==> config.mk <==
export PLATFORM = sky130hd
export DESIGN_NAME = pipe_stage
export DESIGN_NICKNAME = d
export VERILOG_FILES = /design/src/rtl/pipe_pkg.sv /design/src/rtl/pipe_slot.sv /design/src/rtl/pipe_stage.sv
export SDC_FILE = /design/constraint.sdc
export NUM_CORES = 1
export LEC_CHECK = 0
export CAP_MARGIN = 20
export CORE_ASPECT_RATIO = 1.25
export CORE_MARGIN = 3
export CORE_UTILIZATION = 42
export DETAILED_ROUTE_END_ITERATION = 7
export GPL_TIMING_DRIVEN = 0
export PLACE_DENSITY = 0.81
export SLEW_MARGIN = 20
export SYNTH_ARGS = -nofsm -noshare
export SYNTH_HDL_FRONTEND = slang
export SYNTH_HIERARCHICAL = 1
export SYNTH_SLANG_ARGS = --single-unit
==> constraint.sdc <==
create_clock -name clock -period 2.3 [get_ports clock]
set_input_delay 0.23 -clock clock [delete_from_list [all_inputs] [get_ports clock]]
set_output_delay 0.23 -clock clock [all_outputs]
set_load 0.01 [all_outputs]
==> src/rtl/pipe_pkg.sv <==
`default_nettype none
// pipe_pkg: shared occupancy codes, stage-bundle widths and the EX/MEM bundle layout.
package pipe_pkg;

  localparam logic [1:0] OCC_EMPTY = 2'd0;
  localparam logic [1:0] OCC_ONE   = 2'd1;
  localparam logic [1:0] OCC_FULL  = 2'd2;

  localparam int IF_ID_W  = 64;
  localparam int ID_EX_W  = 118;
  localparam int EX_MEM_W = 76;
  localparam int MEM_WB_W = 70;

  typedef struct packed {
    logic [6:0]  ctrl;
    logic [31:0] alu_result;
    logic [31:0] store_data;
    logic [4:0]  rd;
  } ex_mem_t;

endpackage : pipe_pkg
`default_nettype wire

==> src/rtl/pipe_slot.sv <==
`default_nettype none
// pipe_slot: one valid+data register; clear beats load and leaves the data untouched.
module pipe_slot
  import pipe_pkg::*;
#(
  parameter int               WIDTH       = EX_MEM_W,
  parameter logic [WIDTH-1:0] RESET_VALUE = '0
) (
  input  logic             clock,
  input  logic             reset,
  input  logic             i_load,
  input  logic             i_clear,
  input  logic [WIDTH-1:0] i_data,
  output logic             o_valid,
  output logic [WIDTH-1:0] o_data
);

  logic             r_valid;
  logic [WIDTH-1:0] r_data;

  always_ff @(posedge clock or negedge reset) begin
    if (!reset) begin
      r_valid <= 1'b0;
      r_data  <= RESET_VALUE;
    end else if (i_clear) begin
      r_valid <= 1'b0;
    end else if (i_load) begin
      r_valid <= 1'b1;
      r_data  <= i_data;
    end
  end

  assign o_valid = r_valid;
  assign o_data  = r_data;

endmodule : pipe_slot
`default_nettype wire

==> src/rtl/pipe_stage.sv <==
`default_nettype none
// pipe_stage: valid/ready pipeline register with flush and saturating stall counter.
// Define PIPE_STAGE_SKID_EN to add a skid slot and a registered in_ready.
module pipe_stage
  import pipe_pkg::*;
#(
  parameter int               WIDTH       = EX_MEM_W,
  parameter logic [WIDTH-1:0] RESET_VALUE = '0,
  parameter int               CNT_WIDTH   = 16
) (
  input  logic                 clock,
  input  logic                 reset,
  input  logic                 flush,
  input  logic                 in_valid,
  output logic                 in_ready,
  input  logic [WIDTH-1:0]     in_data,
  output logic                 out_valid,
  input  logic                 out_ready,
  output logic [WIDTH-1:0]     out_data,
  output logic [1:0]           occupancy,
  output logic [CNT_WIDTH-1:0] stall_count
);

  logic             w_in_xfer;
  logic             w_valid_q;
  logic [WIDTH-1:0] w_data_q;
  logic             w_skid_valid_q;
  logic             w_main_load;
  logic             w_main_clear;
  logic [WIDTH-1:0] w_main_data;
  logic [CNT_WIDTH-1:0] r_stall_count;

  assign w_in_xfer = in_valid && in_ready;

`ifdef PIPE_STAGE_SKID_EN
  logic             w_skid_load;
  logic             w_skid_clear;
  logic [WIDTH-1:0] w_skid_data;
  logic             r_in_ready;

  // Main refills from skid first; new data only lands in main when skid is empty.
  assign w_main_load  = (w_skid_valid_q && out_ready) ||
                        (!w_skid_valid_q && w_in_xfer && (!w_valid_q || out_ready));
  assign w_main_data  = w_skid_valid_q ? w_skid_data : in_data;
  assign w_skid_load  = !w_skid_valid_q && w_in_xfer && w_valid_q && !out_ready;
  assign w_skid_clear = flush || (w_skid_valid_q && out_ready);

  pipe_slot #(
    .WIDTH      (WIDTH),
    .RESET_VALUE(RESET_VALUE)
  ) u_skid (
    .clock  (clock),
    .reset  (reset),
    .i_load (w_skid_load),
    .i_clear(w_skid_clear),
    .i_data (in_data),
    .o_valid(w_skid_valid_q),
    .o_data (w_skid_data)
  );

  // Shadow of the skid slot's next valid, kept so in_ready comes straight off a flop.
  always_ff @(posedge clock or negedge reset) begin
    if (!reset) begin
      r_in_ready <= 1'b1;
    end else begin
      r_in_ready <= !(!w_skid_clear && (w_skid_load || w_skid_valid_q));
    end
  end

  assign in_ready = r_in_ready;
`else
  assign w_skid_valid_q = 1'b0;
  assign w_main_load    = w_in_xfer;
  assign w_main_data    = in_data;
  assign in_ready       = !w_valid_q || out_ready;
`endif

  assign w_main_clear = flush || (out_ready && !w_main_load);

  pipe_slot #(
    .WIDTH      (WIDTH),
    .RESET_VALUE(RESET_VALUE)
  ) u_main (
    .clock  (clock),
    .reset  (reset),
    .i_load (w_main_load),
    .i_clear(w_main_clear),
    .i_data (w_main_data),
    .o_valid(w_valid_q),
    .o_data (w_data_q)
  );

  always_ff @(posedge clock or negedge reset) begin
    if (!reset) begin
      r_stall_count <= '0;
    end else if (w_valid_q && !out_ready && (r_stall_count != '1)) begin
      r_stall_count <= r_stall_count + 1'b1;
    end
  end

  assign out_valid   = w_valid_q;
  assign out_data    = w_data_q;
  assign occupancy   = {1'b0, w_valid_q} + {1'b0, w_skid_valid_q};
  assign stall_count = r_stall_count;

endmodule : pipe_stage
`default_nettype wire
# Word-level counts from Yosys, hierarchy flattened
# Index checks and enable logic that the tools add are counted.
[word_totals]
register_bits = 93
latch_bits = 0
ram_bits = 0
mem_bits_ro = 0
wordCells = 19
n_memories = 0
[classes]
add_sub_neg = 1
mul = 0
div = 0
magnitude_cmp = 0
eq_ne = 1
shifts = 0
mux = 2
bitwise_logic = 1
reduce_logical = 11
[op_table]
columns = ["cell", "count"]
rows = [
  ["$add A16 B1 Y16 const B", 1],
  ["$ne A16 B16 Y1 const B", 1],
  ["$logic_and A1 B1 Y1", 4],
  ["$logic_not A1 Y1", 3],
  ["$logic_or A1 B1 Y1", 2],
  ["$mux W1", 2],
  ["$reduce_and A2 Y1", 1],
  ["$reduce_bool A2 Y1", 1],
  ["$not A1 Y1", 1],
]

# Depth between registers and ports, before layout
[logic_depth]
ltp_word = 8
mapped_depth = 7
ltp_nobuf = 5

# Cells and area by module
# The synthesis kept the hierarchy.
[modules_own_cells]
columns = ["module", "instances", "cells_each", "area_per_inst_um2", "seq_area_each_um2"]
rows = [
  ["pipe_slot", 1, 164, 3067.9, 1926.8],
  ["pipe_stage", 1, 79, 845.8, 400.4],
]

# Worst setup path after synthesis
# Ideal clock, no wire load.
[synth_timing]
kind = "register to register"
start = "reg u_main.r_valid (netlist: u_main/o_valid)"
end = "reg u_main.r_data[32] (netlist: u_main/o_data[32])"
setup_time_ns = 0.125
arrival_ns = 1.659
required_ns = 2.175
path_slack_ns = 0.516
path_stages_with_launch = 8
path_buffers = 3
period_less_slack_ns = 1.784
path_cell_list = "dfrtp_1 -> nor2b_1 -> clkbuf_1 -> nor2_1 -> nor2b_4 -> buf_6 -> buf_12 -> mux2_4"
[synth_between]
elab_chain_len = 8
[synth_lines]
columns = ["item", "line", "source"]
rows = [
  ["start, declared", "pipe_slot.sv:18", "logic r_valid;"],
  ["start signal, assigned", "pipe_slot.sv:23", "r_valid <= 1'b0;"],
  ["start signal, assigned", "pipe_slot.sv:26", "r_valid <= 1'b0;"],
  ["start signal, assigned", "pipe_slot.sv:28", "r_valid <= 1'b1;"],
  ["$logic_not A1 Y1 (*)", "pipe_stage.sv:75", "assign in_ready = !w_valid_q || out_ready;"],
  ["$logic_or A1 B1 Y1 (*)", "pipe_stage.sv:75", ""],
  ["$logic_and A1 B1 Y1 (*)", "pipe_stage.sv:33", "assign w_in_xfer = in_valid && in_ready;"],
  ["via w_in_xfer", "pipe_stage.sv:24", "logic w_in_xfer;"],
  ["$logic_not A1 Y1", "pipe_stage.sv:78", "assign w_main_clear = flush || (out_ready && !w_main_load);"],
  ["$logic_and A1 B1 Y1", "pipe_stage.sv:78", ""],
  ["$logic_or A1 B1 Y1", "pipe_stage.sv:78", ""],
  ["$not A1 Y1 (no source line)", "--", ""],
  ["$reduce_and A2 Y1 (no source line) (*)", "--", ""],
  ["end signal, assigned", "pipe_slot.sv:29", "r_data <= i_data;"],
  ["end, declared", "pipe_slot.sv:19", "logic [WIDTH-1:0] r_data;"],
]
# Mark *: on every way through the listed nets, which the timed path passes. The rest lies on a longest branch.
# A chain may end at the register's enable or synchronous reset.

# Final worst setup path
[layout_timing]
start = "reg u_main.r_valid (netlist: u_main/o_valid)"
end = "out in_ready"
[layout_between]
elab_chain_len = 2
[layout_lines]
columns = ["item", "line", "source"]
rows = [
  ["$logic_not A1 Y1", "pipe_stage.sv:75", ""],
  ["$logic_or A1 B1 Y1", "pipe_stage.sv:75", ""],
  ["end, declared", "pipe_stage.sv:15", "output logic in_ready,"],
]
# No other way between the ends.

==> out/metrics.yaml <==
run_status:
  status: "finished, final reports clean"
synth:
  synth.net_count: 325
  synth_seq_cells: 93
  muxShareOfSynthArea_pct: 26.09
  synth-compound-area-share_pct: 1.375
  synth_xor_area_share_pct: 3.357
  syn_inst: 243
  synth_top_family_by_area: "multiplexers"
  synth_area_leaders: "dfrtp_1, mux2_4, mux2_2, xor2_1, buf_12"
  synth_fa_ha_area_share_pct: 0.3197
  yosys.area_share.simple_pct: 5.531
  synth_top_cell_by_area: "dfrtp_1"
  synth-seq-area-share_pct: 59.46
  syn-cell-area_um2: 3914
  avgSynthCellArea_um2: 16.11
  synth_cell_types: 27
  yosysWarnings: 6
  yosysTopAreaCellShare_pct: 59.46
detailed_routing:
  ant_nets: 0
  wl_per_cell_um: 16.83
  highest_layer: "met4"
  via_count: 2653
  avgViaCountPerCell: 4.772
  wl_met3_um: 699
  wl_met2_um: 4887
  drcViolationCount: 0
  wl_met1_um: 3607
  dr.pass1.iters: 6
  detail_route.wirelength_um: 9358
  drt_iter0_drc: 63
place:
  io_buffers: 175
  gp_congestion: 0.7790
  place_hpwl_um: 7255
clock_tree:
  htree_levels: 3
  cts.clk_slew.worst_paths_ns: 0.08
  cts_max_path_buffers: 2
  clk_latency_ns: 0.36
  clockRootBuffer: "clkbuf_8"
  cts_buffers: 9
  cts_resized: 0
  cts_sinks: 93
  cts_tree: "done"
worst_setup_path:
  start_kind: "flop"
  cp-startpoint: "u_main/o_valid"
  critPathRequiredTime_ns: 2.07
  cp-endpoint: "in_ready"
  crit_slowest_cell: "clkdlybuf4s50_1"
  r2r_setup_slack_ns: 0.31
  end_kind: "primary output"
  crit_arrival_ns: 1.83
  crit_path_max_incr_delay_ns: 0.49
  rr_worst_depth: 7
  cp_max_fo: 8
  r2r_end: "u_main/o_data[49]"
  critPathKind: "flop to primary output"
  r2r_start: "u_main/o_valid"
  path_cells: "nor2b_1 > clkbuf_1 > inv_1 > clkdlybuf4s50_1"
layout:
  n_antenna_cell: 0
  register_area_um2: 2327
  final_nets: 513
  fill_cells: 681
  multiInputGateArea_um2: 1439
  fin_util_pct: 67.77
  drive_gt1_share_pct: 24.08
  syn2layout_area_growth_pct: 53.96
die:
  num_rows: 38
  pin_count: 177
  initial_core_util_pct: 44.02
  core-area_um2: 8891
  die_h_um: 113.9
  die-area_um2: 10520
  die_x_um: 92.34
grt:
  grt_antenna_before_repair: 0
  grt.total_usage_pct: 19.02
  grt_start_max_net_pins: 50
  grt_pass1_vias: 2951
  grt_overflow: 0
  grt_pass1_wl_um: 15590
flow_run:
  maxCapViolCount: 0
timing:
  timing_hold_violations_final: 0
  grt_setup_unrepaired: "no"
  skew_ns: 0.006823
  max_clock_freq_mhz: 486.6
  setup_violations: 0
  tightest_slew_ns: 0.5447
  finalCriticalPeriod_ns: 2.055
  fin_crit_sh_pct: 89.36
  timing.slew.headroom_pct: 63.56
  drv_slew: 0
  fin_setup_tns_ns: 0
  holdWs_ns: 0.3706
pwr:
  leakagePower_nw: 2.605
  p_per_area_nw_per_um2: 762.1
  vdd_drop_max_mv: 0.6048
  total_power_mw: 4.592
worst_hold_path:
  hold_path_class: "primary input to asynchronous set/reset pin"
critical path: cells and delay by family, from the launching register on:
kind	cells	cell delay (ns)
buffers and inverters	3	0.92
DFF	1	0.41
and+or+nand+nor	1	0.15
worst min path at each step:
stage / start / to / slack, ns / cells past startpoint
after CTS: reset / u_main/o_data[53] / 0.37 / 2
after floorplan: reset / stall_count[0] / -0.07 / 0
after global routing: reset / u_main/o_data[53] / 0.39 / 2
final: reset / u_main/o_data[53] / 0.37 / 2
after global placement: u_main/o_data[16] / u_main/o_data[16] / 0.49 / 1
after detailed placement: reset / u_main/o_data[53] / 0.18 / 1
synthesized netlist by cell type (all sizes together):
cell type / instances
nand3: 8
buf: 10
dfrtp: 93
nand4b: 1
xnor2: 5
nor2: 9
inv: 4
nor3: 4
clkbuf: 1
a21o: 1
and4: 3
ha: 1
conb: 1
a311o: 1
a211oi: 1
xor2: 10
nand2: 4
nor2b: 2
o41ai: 1
and3: 2
mux2: 77
nand4: 4
cell usage in the layout (no fill, tap or decap), types with 2 or more instances in the layout:
cell / count
nand3_1: 8
clkbuf_1: 5
mux2_2: 36
xnor2_1: 5
buf_6: 2
nand4_1: 3
nor2_1: 9
and4_1: 3
buf_4: 5
buf_12: 4
clkbuf_8: 11
nor3_1: 4
dfrtp_1: 93
nand2_1: 4
clkdlybuf4s50_1: 174
mux2_4: 41
and3_1: 2
xor2_1: 10
inv_1: 4
registers in the layout (all words and copies together), names as in the netlist:
| name | flops |
|---|---|
| u_main/o_valid | 1 |
| stall_count | 16 |
| u_main/o_data | 76 |
what timing repair did:
item,4_1_cts,5_1_grt
setup buffers,0,0
hold buffers,1,0
endpoints found under the hold margin,44,0
final cells by class:
type,count,share of cell area (%)
plain buffers,11,2.201
well taps,120,2.492
flip-flops and latches,93,38.62
inverters,4,0.2492
clock inverters,1,0.08306
multi-input cells,135,23.88
repair buffers,177,29.71
clock buffers,15,2.762
metrics by stage:
stage / setup WS [ns] / area (um^2) / std cells
floorplan: 0.5158 / 3914 / 243
global placement: -2.320 / 5816 / 538
detailed placement: 0.07856 / 5844 / 539
CTS: 0.2182 / 6026 / 556
global route: 0.1467 / 6026 / 556
finish: 0.2448 / 6026 / 556
where the power goes:
group / switching (mW) / internal [mW]
registers: 0.196 / 1.94
clock network: 0.519 / 0.453
logic: 0.497 / 0.989
routing by layer:
layer,vias up,track usage (%)
met3,11,6.530
met5,-,0
li1,1221,-
met2,111,32.14
met1,1310,22.36
met4,0,7.136
cell families after synthesis:
family / Yosys count
XOR/XNOR: 15
adder cells (fa/ha/maj): 1
AND/OR/NAND/NOR: 37
other: 1
buffers and inverters: 15
flip-flops: 93
multiplexers: 77
AO/OA/AOI/OAI: 4
(Power assumes the default switching activity.)
